**src/rtl/sys_bus_pkg.sv**
```systemverilog
// Shared definitions for the processor-to-device bridge: FSM encoding,
// bridge-local register offsets and error status bit positions.
package sys_bus_pkg;

  typedef enum logic [1:0] {
    ST_IDLE   = 2'd0,
    ST_ACCESS = 2'd1,
    ST_WAIT   = 2'd2,
    ST_DONE   = 2'd3
  } bridge_state_e;

  localparam logic [1:0] REG_IRQ_MASK = 2'd0;
  localparam logic [1:0] REG_IRQ_PEND = 2'd1;
  localparam logic [1:0] REG_ERR_STAT = 2'd2;
  localparam logic [1:0] REG_ERR_ADDR = 2'd3;

  localparam int ERR_TIMEOUT  = 0;
  localparam int ERR_UNMAPPED = 1;

  localparam int HWINT_W = 6;

endpackage

```
**src/rtl/sys_bridge_irq.sv**
```systemverilog
// Interrupt mask register, raw pending view and the registered, masked
// interrupt vector presented to the CPU.
module sys_bridge_irq
  import sys_bus_pkg::*;
#(
  parameter int NDEV = 4
) (
  input  logic               Clk,
  input  logic               Reset,
  input  logic [NDEV-1:0]    dev_irq,
  input  logic               mask_we,
  input  logic [NDEV-1:0]    mask_wdata,
  output logic [NDEV-1:0]    irq_mask,
  output logic [NDEV-1:0]    irq_pend,
  output logic [HWINT_W-1:0] hw_int
);

  logic [HWINT_W-1:0] hw_int_nxt;

  always_comb begin
    hw_int_nxt = '0;
    hw_int_nxt[NDEV-1:0] = dev_irq & irq_mask;
  end

  assign irq_pend = dev_irq;

  always_ff @(posedge Clk) begin
    if (Reset) begin
      irq_mask <= '0;
      hw_int   <= '0;
    end else begin
      if (mask_we) irq_mask <= mask_wdata;
      hw_int <= hw_int_nxt;
    end
  end

endmodule

```
**src/rtl/sys_bridge_n.sv**
```systemverilog
// Processor bus to NDEV generic slave slots: address decode, access FSM with
// per-slave wait states, timeout watchdog, unmapped detection and local registers.
module sys_bridge_n
  import sys_bus_pkg::*;
#(
  parameter int NDEV     = 4,
  parameter int SEL_LSB  = 8,
  parameter int SEL_BITS = 3,
  parameter int DEV_AW   = 6,
  parameter int TIMEOUT  = 16
) (
  input  logic                 Clk,
  input  logic                 Reset,
  input  logic [29:0]          PrA,
  input  logic [3:0]           PrBE,
  input  logic [31:0]          PrWData,
  input  logic                 PrRW,
  input  logic                 PrReq,
  output logic [31:0]          PrRData,
  output logic                 PrReady,
  output logic [5:0]           HWInt,
  output logic [DEV_AW-1:0]    DevA,
  output logic [31:0]          DevWData,
  output logic [3:0]           DevBE,
  output logic [NDEV-1:0]      DevWe,
  output logic [NDEV-1:0]      DevRe,
  input  logic [32*NDEV-1:0]   DevRData,
  input  logic [NDEV-1:0]      DevReady,
  input  logic [NDEV-1:0]      DevIrq
);

  // Slot field expressed in word-address (PrA) bit positions.
  localparam int SEL_HI     = SEL_LSB + SEL_BITS - 3;
  localparam int SEL_LO     = SEL_LSB - 2;
  localparam int LOCAL_SLOT = (1 << SEL_BITS) - 1;
  localparam int CNT_W      = $clog2(TIMEOUT + 1);
  localparam logic [SEL_BITS-1:0] LOCAL_SEL = SEL_BITS'(LOCAL_SLOT);
  // Watchdog counts strobed cycles; ACCESS is the first, so WAIT aborts on
  // the TIMEOUT-th strobed cycle that ends without DevReady.
  localparam logic [CNT_W-1:0]    CNT_LAST  = CNT_W'(TIMEOUT - 2);

  bridge_state_e         state, state_nxt;
  logic [29:0]           req_addr;
  logic                  req_rw;
  logic [SEL_BITS-1:0]   req_slot;
  logic [CNT_W-1:0]      wait_cnt;
  logic [31:0]           rdata_q, rdata_nxt;
  logic [1:0]            err_stat, err_nxt;
  logic [31:0]           err_addr;

  logic [NDEV-1:0]       dev_onehot;
  logic [31:0]           dev_rdata_sel;
  logic                  slot_is_dev, slot_is_local;
  logic                  dev_ready_sel, strobe_on;
  logic                  dev_done, timeout_hit, unmapped_hit, local_acc;
  logic [1:0]            reg_off;
  logic                  mask_we, err_w1c;
  logic [31:0]           local_rdata;
  logic [NDEV-1:0]       irq_mask, irq_pend;

  always_comb begin
    dev_onehot    = '0;
    dev_rdata_sel = '0;
    for (int i = 0; i < NDEV; i++) begin
      if (req_slot == SEL_BITS'(i)) begin
        dev_onehot[i] = 1'b1;
        dev_rdata_sel = DevRData[32*i +: 32];
      end
    end
  end

  assign slot_is_dev   = |dev_onehot;
  assign slot_is_local = (req_slot == LOCAL_SEL);
  assign dev_ready_sel = |(DevReady & dev_onehot);
  assign strobe_on     = (state == ST_ACCESS) || (state == ST_WAIT);
  assign DevWe         = (strobe_on && req_rw)  ? dev_onehot : '0;
  assign DevRe         = (strobe_on && !req_rw) ? dev_onehot : '0;

  // Valid/ready: PrReq is held by the CPU until the single-cycle PrReady pulse;
  // a slot's DevReady is only observed while that slot's strobe is asserted.
  always_comb begin
    state_nxt    = state;
    dev_done     = 1'b0;
    timeout_hit  = 1'b0;
    unmapped_hit = 1'b0;
    local_acc    = 1'b0;
    case (state)
      ST_IDLE: if (PrReq) state_nxt = ST_ACCESS;
      ST_ACCESS: begin
        if (!slot_is_dev) begin
          state_nxt = ST_DONE;
          if (slot_is_local) local_acc = 1'b1;
          else               unmapped_hit = 1'b1;
        end else if (dev_ready_sel) begin
          dev_done  = 1'b1;
          state_nxt = ST_DONE;
        end else begin
          state_nxt = ST_WAIT;
        end
      end
      ST_WAIT: begin
        if (dev_ready_sel) begin
          dev_done  = 1'b1;
          state_nxt = ST_DONE;
        end else if (wait_cnt == CNT_LAST) begin
          timeout_hit = 1'b1;
          state_nxt   = ST_DONE;
        end
      end
      ST_DONE: state_nxt = ST_IDLE;
      default: state_nxt = ST_IDLE;
    endcase
  end

  assign reg_off = DevA[1:0];
  assign mask_we = local_acc && req_rw && DevBE[0] && (reg_off == REG_IRQ_MASK);
  assign err_w1c = local_acc && req_rw && DevBE[0] && (reg_off == REG_ERR_STAT);

  always_comb begin
    local_rdata = '0;
    case (reg_off)
      REG_IRQ_MASK: local_rdata = {{(32-NDEV){1'b0}}, irq_mask};
      REG_IRQ_PEND: local_rdata = {{(32-NDEV){1'b0}}, irq_pend};
      REG_ERR_STAT: local_rdata = {30'd0, err_stat};
      REG_ERR_ADDR: local_rdata = err_addr;
      default:      local_rdata = '0;
    endcase
  end

  // Error capture is applied after the clear so a new error always survives.
  always_comb begin
    err_nxt = err_stat;
    if (err_w1c)      err_nxt = err_stat & ~DevWData[1:0];
    if (timeout_hit)  err_nxt[ERR_TIMEOUT]  = 1'b1;
    if (unmapped_hit) err_nxt[ERR_UNMAPPED] = 1'b1;
  end

  always_comb begin
    rdata_nxt = rdata_q;
    if (dev_done)                         rdata_nxt = req_rw ? 32'd0 : dev_rdata_sel;
    else if (timeout_hit || unmapped_hit) rdata_nxt = 32'd0;
    else if (local_acc)                   rdata_nxt = req_rw ? 32'd0 : local_rdata;
  end

  always_ff @(posedge Clk) begin
    if (Reset) begin
      state    <= ST_IDLE;
      req_addr <= '0;
      req_rw   <= 1'b0;
      req_slot <= '0;
      DevA     <= '0;
      DevWData <= '0;
      DevBE    <= '0;
      wait_cnt <= '0;
      rdata_q  <= '0;
      err_stat <= '0;
      err_addr <= '0;
    end else begin
      state <= state_nxt;
      if (state == ST_IDLE && PrReq) begin
        req_addr <= PrA;
        req_rw   <= PrRW;
        req_slot <= PrA[SEL_HI:SEL_LO];
        DevA     <= PrA[DEV_AW-1:0];
        DevWData <= PrWData;
        DevBE    <= PrBE;
      end
      wait_cnt <= (state == ST_WAIT) ? wait_cnt + CNT_W'(1) : '0;
      rdata_q  <= rdata_nxt;
      err_stat <= err_nxt;
      if (timeout_hit || unmapped_hit) err_addr <= {req_addr, 2'b00};
    end
  end

  assign PrReady = (state == ST_DONE);
  assign PrRData = rdata_q;

  sys_bridge_irq #(.NDEV(NDEV)) u_irq (
    .Clk        (Clk),
    .Reset      (Reset),
    .dev_irq    (DevIrq),
    .mask_we    (mask_we),
    .mask_wdata (DevWData[NDEV-1:0]),
    .irq_mask   (irq_mask),
    .irq_pend   (irq_pend),
    .hw_int     (HWInt)
  );

endmodule

```
**config.mk**
```make
export PLATFORM = sky130hd
export DESIGN_NAME = sys_bridge_n
export DESIGN_NICKNAME = d
export VERILOG_FILES = /design/src/rtl/sys_bus_pkg.sv /design/src/rtl/sys_bridge_irq.sv /design/src/rtl/sys_bridge_n.sv
export SDC_FILE = /design/constraint.sdc
export NUM_CORES = 1
export LEC_CHECK = 0
export ABC_AREA = 0
export CAP_MARGIN = 20
export CORE_MARGIN = 1
export CORE_UTILIZATION = 41
export DETAILED_ROUTE_END_ITERATION = 12
export PLACE_DENSITY = 0.8
export SYNTH_ARGS = -nofsm -noshare
export SYNTH_HDL_FRONTEND = slang
export SYNTH_SLANG_ARGS = --single-unit
```
**constraint.sdc**
```tcl
create_clock -name Clk -period 2.6 [get_ports Clk]
set_input_delay 0.78 -clock Clk [delete_from_list [all_inputs] [get_ports Clk]]
set_output_delay 0.78 -clock Clk [all_outputs]
set_load 0.03 [all_outputs]
```
==> metrics.cfg <==
[route]
first_pass_iters=5
routedWlPerCell_um=16.7
route.antenna.remaining_nets=0
vias=7109
drt_iter0_drc=519
drc=0
wl_um=22300
vias_per_cell=5.33

[sta]
worstMarginPinSlew_ns=0.834
post-route-min-period_ns=2.63
finalMaxSlewViolations=0
fin_skew_ns=0.00772
setup_viol=4
rsz0062_at_grt=yes
fin_crit_sh=1.01
slew_headroom=0.444
timing.fmax_mhz=380
hold_viol=0
fin_ws_ns=-0.0325
finalSetupTns_ns=-0.0780

[placement]
postPlaceCellArea_um2=10000
placed_cells=1299
dp_hpwl_um=15800
gp_congestion=0.890
io_buffers=292

[synthesis]
synth_area_um2=6880
synth-main-ff-cell=dfxtp_1
yosys-top-cells-area=dfxtp_1 42%, nand2_1 11%, a21oi_1 9.2%
synth_area_leader_cell=dfxtp_1
synth.distinct_cells=43
ys_seq_elements=146
ys_warn_count=0
synth.top_cell.area_share=0.425
syn_inst=849
synth-async-reset-ratio=0
ys_seq_area_frac=0.425
avgSynthCellArea_um2=8.10
synth_edf_count=0

[clocking]
clockBufferDepth=2
clkTransAtPathRegs_ns=0.06
numCtsBuffers=17
root_buffer=clkbuf_16
tritoncts=built
clk_latency_ns=0.42
hold_buffers=0
cts_sinks=146
h-tree-depth=4

[floorplan]
chipHeight_um=132
io_pins=295
core_area_um2=16100
initial_core_util=0.427
fp.dieArea_um2=17300
fp-row-count=46
dieWidth_um=132

[layout]
final_util=0.664
most-common-layout-cells=283 x clkdlybuf4s50_1, 207 x nand2_1, 142 x dfxtp_1
drive_gt1_frac=0.0966
design_area_um2=10700
seq_area_um2=2930
mostFrequentLayoutCell=clkdlybuf4s50_1
num_antenna_cells=0
fin_cells=1334
nFillCells=1333
area_delta_synth_final_pct=55.4
multiInputGateArea_um2=3610
nets=1319

[global_routing]
grt_use_met1=0.289
grt.busiest_layer=met2
grt_antenna_before_repair=0
overflow=0
grt_usage=0.253
grt_pass1_vias=6844
grt_use_met3=0.0837
grt_use_met2=0.430
grt_max_degree=64
grt_first_pass_wirelength_um=34800

[critical_path]
critPathMaxStageDelay_ns=0.40
cp_top_family=simple AND/OR/NAND/NOR gates
cp.required_ns=1.82
crit_chain=inv_2 > ha_4 > buf_6 > or3b_4 > nor3_2 > buf_4
end_kind=output port
cp_max_fo=4
critical_path_arrival_ns=1.85
cp.buffers_inverters=3
crit_type=flop to output port
setup.worst_path.start_class=flop
cp_slowest_cell=or3b_4

[worst_hold_path]
holdCritPathClass=flop to flop

[pwr]
ir_drop_mv=0.421
power_density_nw_per_um2=864
total_leakage_power_uw=0.00375

[status]
outcome=complete, but fails checks
violations=setup timing

[flow_run]
drv_cap=0

[path summary, 6_finish.rpt]
| check | slack (ns) | to | startpoint | depth (start not counted) |
|---|---|---|---|---|
| setup / recovery | -0.03 | DevRe[0] | state[0] | 6 |
| hold / removal | 0.45 | DevWData[16] | DevWData[16] | 2 |
| setup reg to reg | 0.33 | PrRData[30] | state[0] | 10 |
| hold reg to reg | 0.45 | DevWData[16] | DevWData[16] | 2 |
[final cells by class]
class | instances | share of cell area
Inverter | 5 | 0.00176
Timing Repair Buffer | 323 | 0.301
Sequential cell | 146 | 0.274
Multi-Input combinational cell | 613 | 0.338
Clock inverter | 10 | 0.0168
Tap cell | 216 | 0.0253
Clock buffer | 21 | 0.0432
[where the power goes]
part           switching (uW)  internal [uW]  leakage, uW
Clock                     910           1750     0.000308
Sequential                231           2600      0.00119
Combinational            2070           1680      0.00225
[per-stage QoR]
stage / hold WS, ns / setup slack (ns) / power, uW
6_report: 0.452 / -0.0325 / 9230
3_5_place_dp: 0.446 / -0.223 / 6500
4_1_cts: 0.453 / -0.0330 / 9250
5_1_grt: 0.469 / -0.0867 / 9670
2_1_floorplan: 0.421 / 0.108 / 5030
3_3_place_gp: 0.439 / -0.126 / 6430
[sequential cells by signal, summed over array words and instances (netlist names)]
signal / flops
DevWData: 32
PrRData: 32
err_addr: 30
req_addr: 25
DevA: 5
wait_cnt: 5
DevBE: 4
u_irq.hw_int: 4
u_irq.irq_mask: 4
err_stat: 2
state: 2
req_rw: 1
[synthesized netlist by cell type (all sizes together) (2+ instances only)]
cell type / instances
nand2: 208
dfxtp: 146
a21oi: 126
clkbuf: 66
nor3: 60
mux2i: 41
o221ai: 31
o22a: 29
o21a: 28
nor2: 25
buf: 20
o21ai: 13
nand3: 8
ha: 7
inv: 5
a32oi: 4
nand2b: 4
and2: 3
mux2: 3
nor2b: 3
a22o: 2
xor2: 2
[per-layer routing]
layer	part of all wire	routed length (um)
met2	0.48	10700
met3	0.087	1940
met5	0	0
met4	0.028	621
met1	0.41	9110
[kinds of logic (layout without fill, tap and decap cells)]
| logic type | after synthesis | in the layout | synth area share |
|---|---|---|---|
| AND/OR/NAND/NOR | 318 | 318 | 0.209 |
| AO/OA/AOI/OAI | 238 | 238 | 0.223 |
| flip-flops | 146 | 146 | 0.425 |
| buffers and inverters | 91 | 359 | 0.0584 |
| multiplexers | 45 | 45 | 0.0678 |
| adder cells (fa/ha/maj) | 7 | 7 | 0.0127 |
| XOR/XNOR | 3 | 3 | 0.00382 |
| other | 1 | 2 | 0.000545 |
[timing repair]
| item | CTS | global route |
|---|---|---|
| buffers inserted | 2 | 2 |
| endpoints found under the setup margin | 6 | 6 |
| pin swaps | 2 | 0 |
| resized for setup | 9 | 3 |
[worst register-to-register path, delay by kind of cell, from the launching register on]
family                   cells  cell delay, ns
flip-flops                   1            0.33
adder cells (fa/ha/maj)      1            0.27
AND/OR/NAND/NOR              2            0.67
buffers and inverters        5            0.53
AO/OA/AOI/OAI                2            0.37
Power figures use the tool's default switching activity.
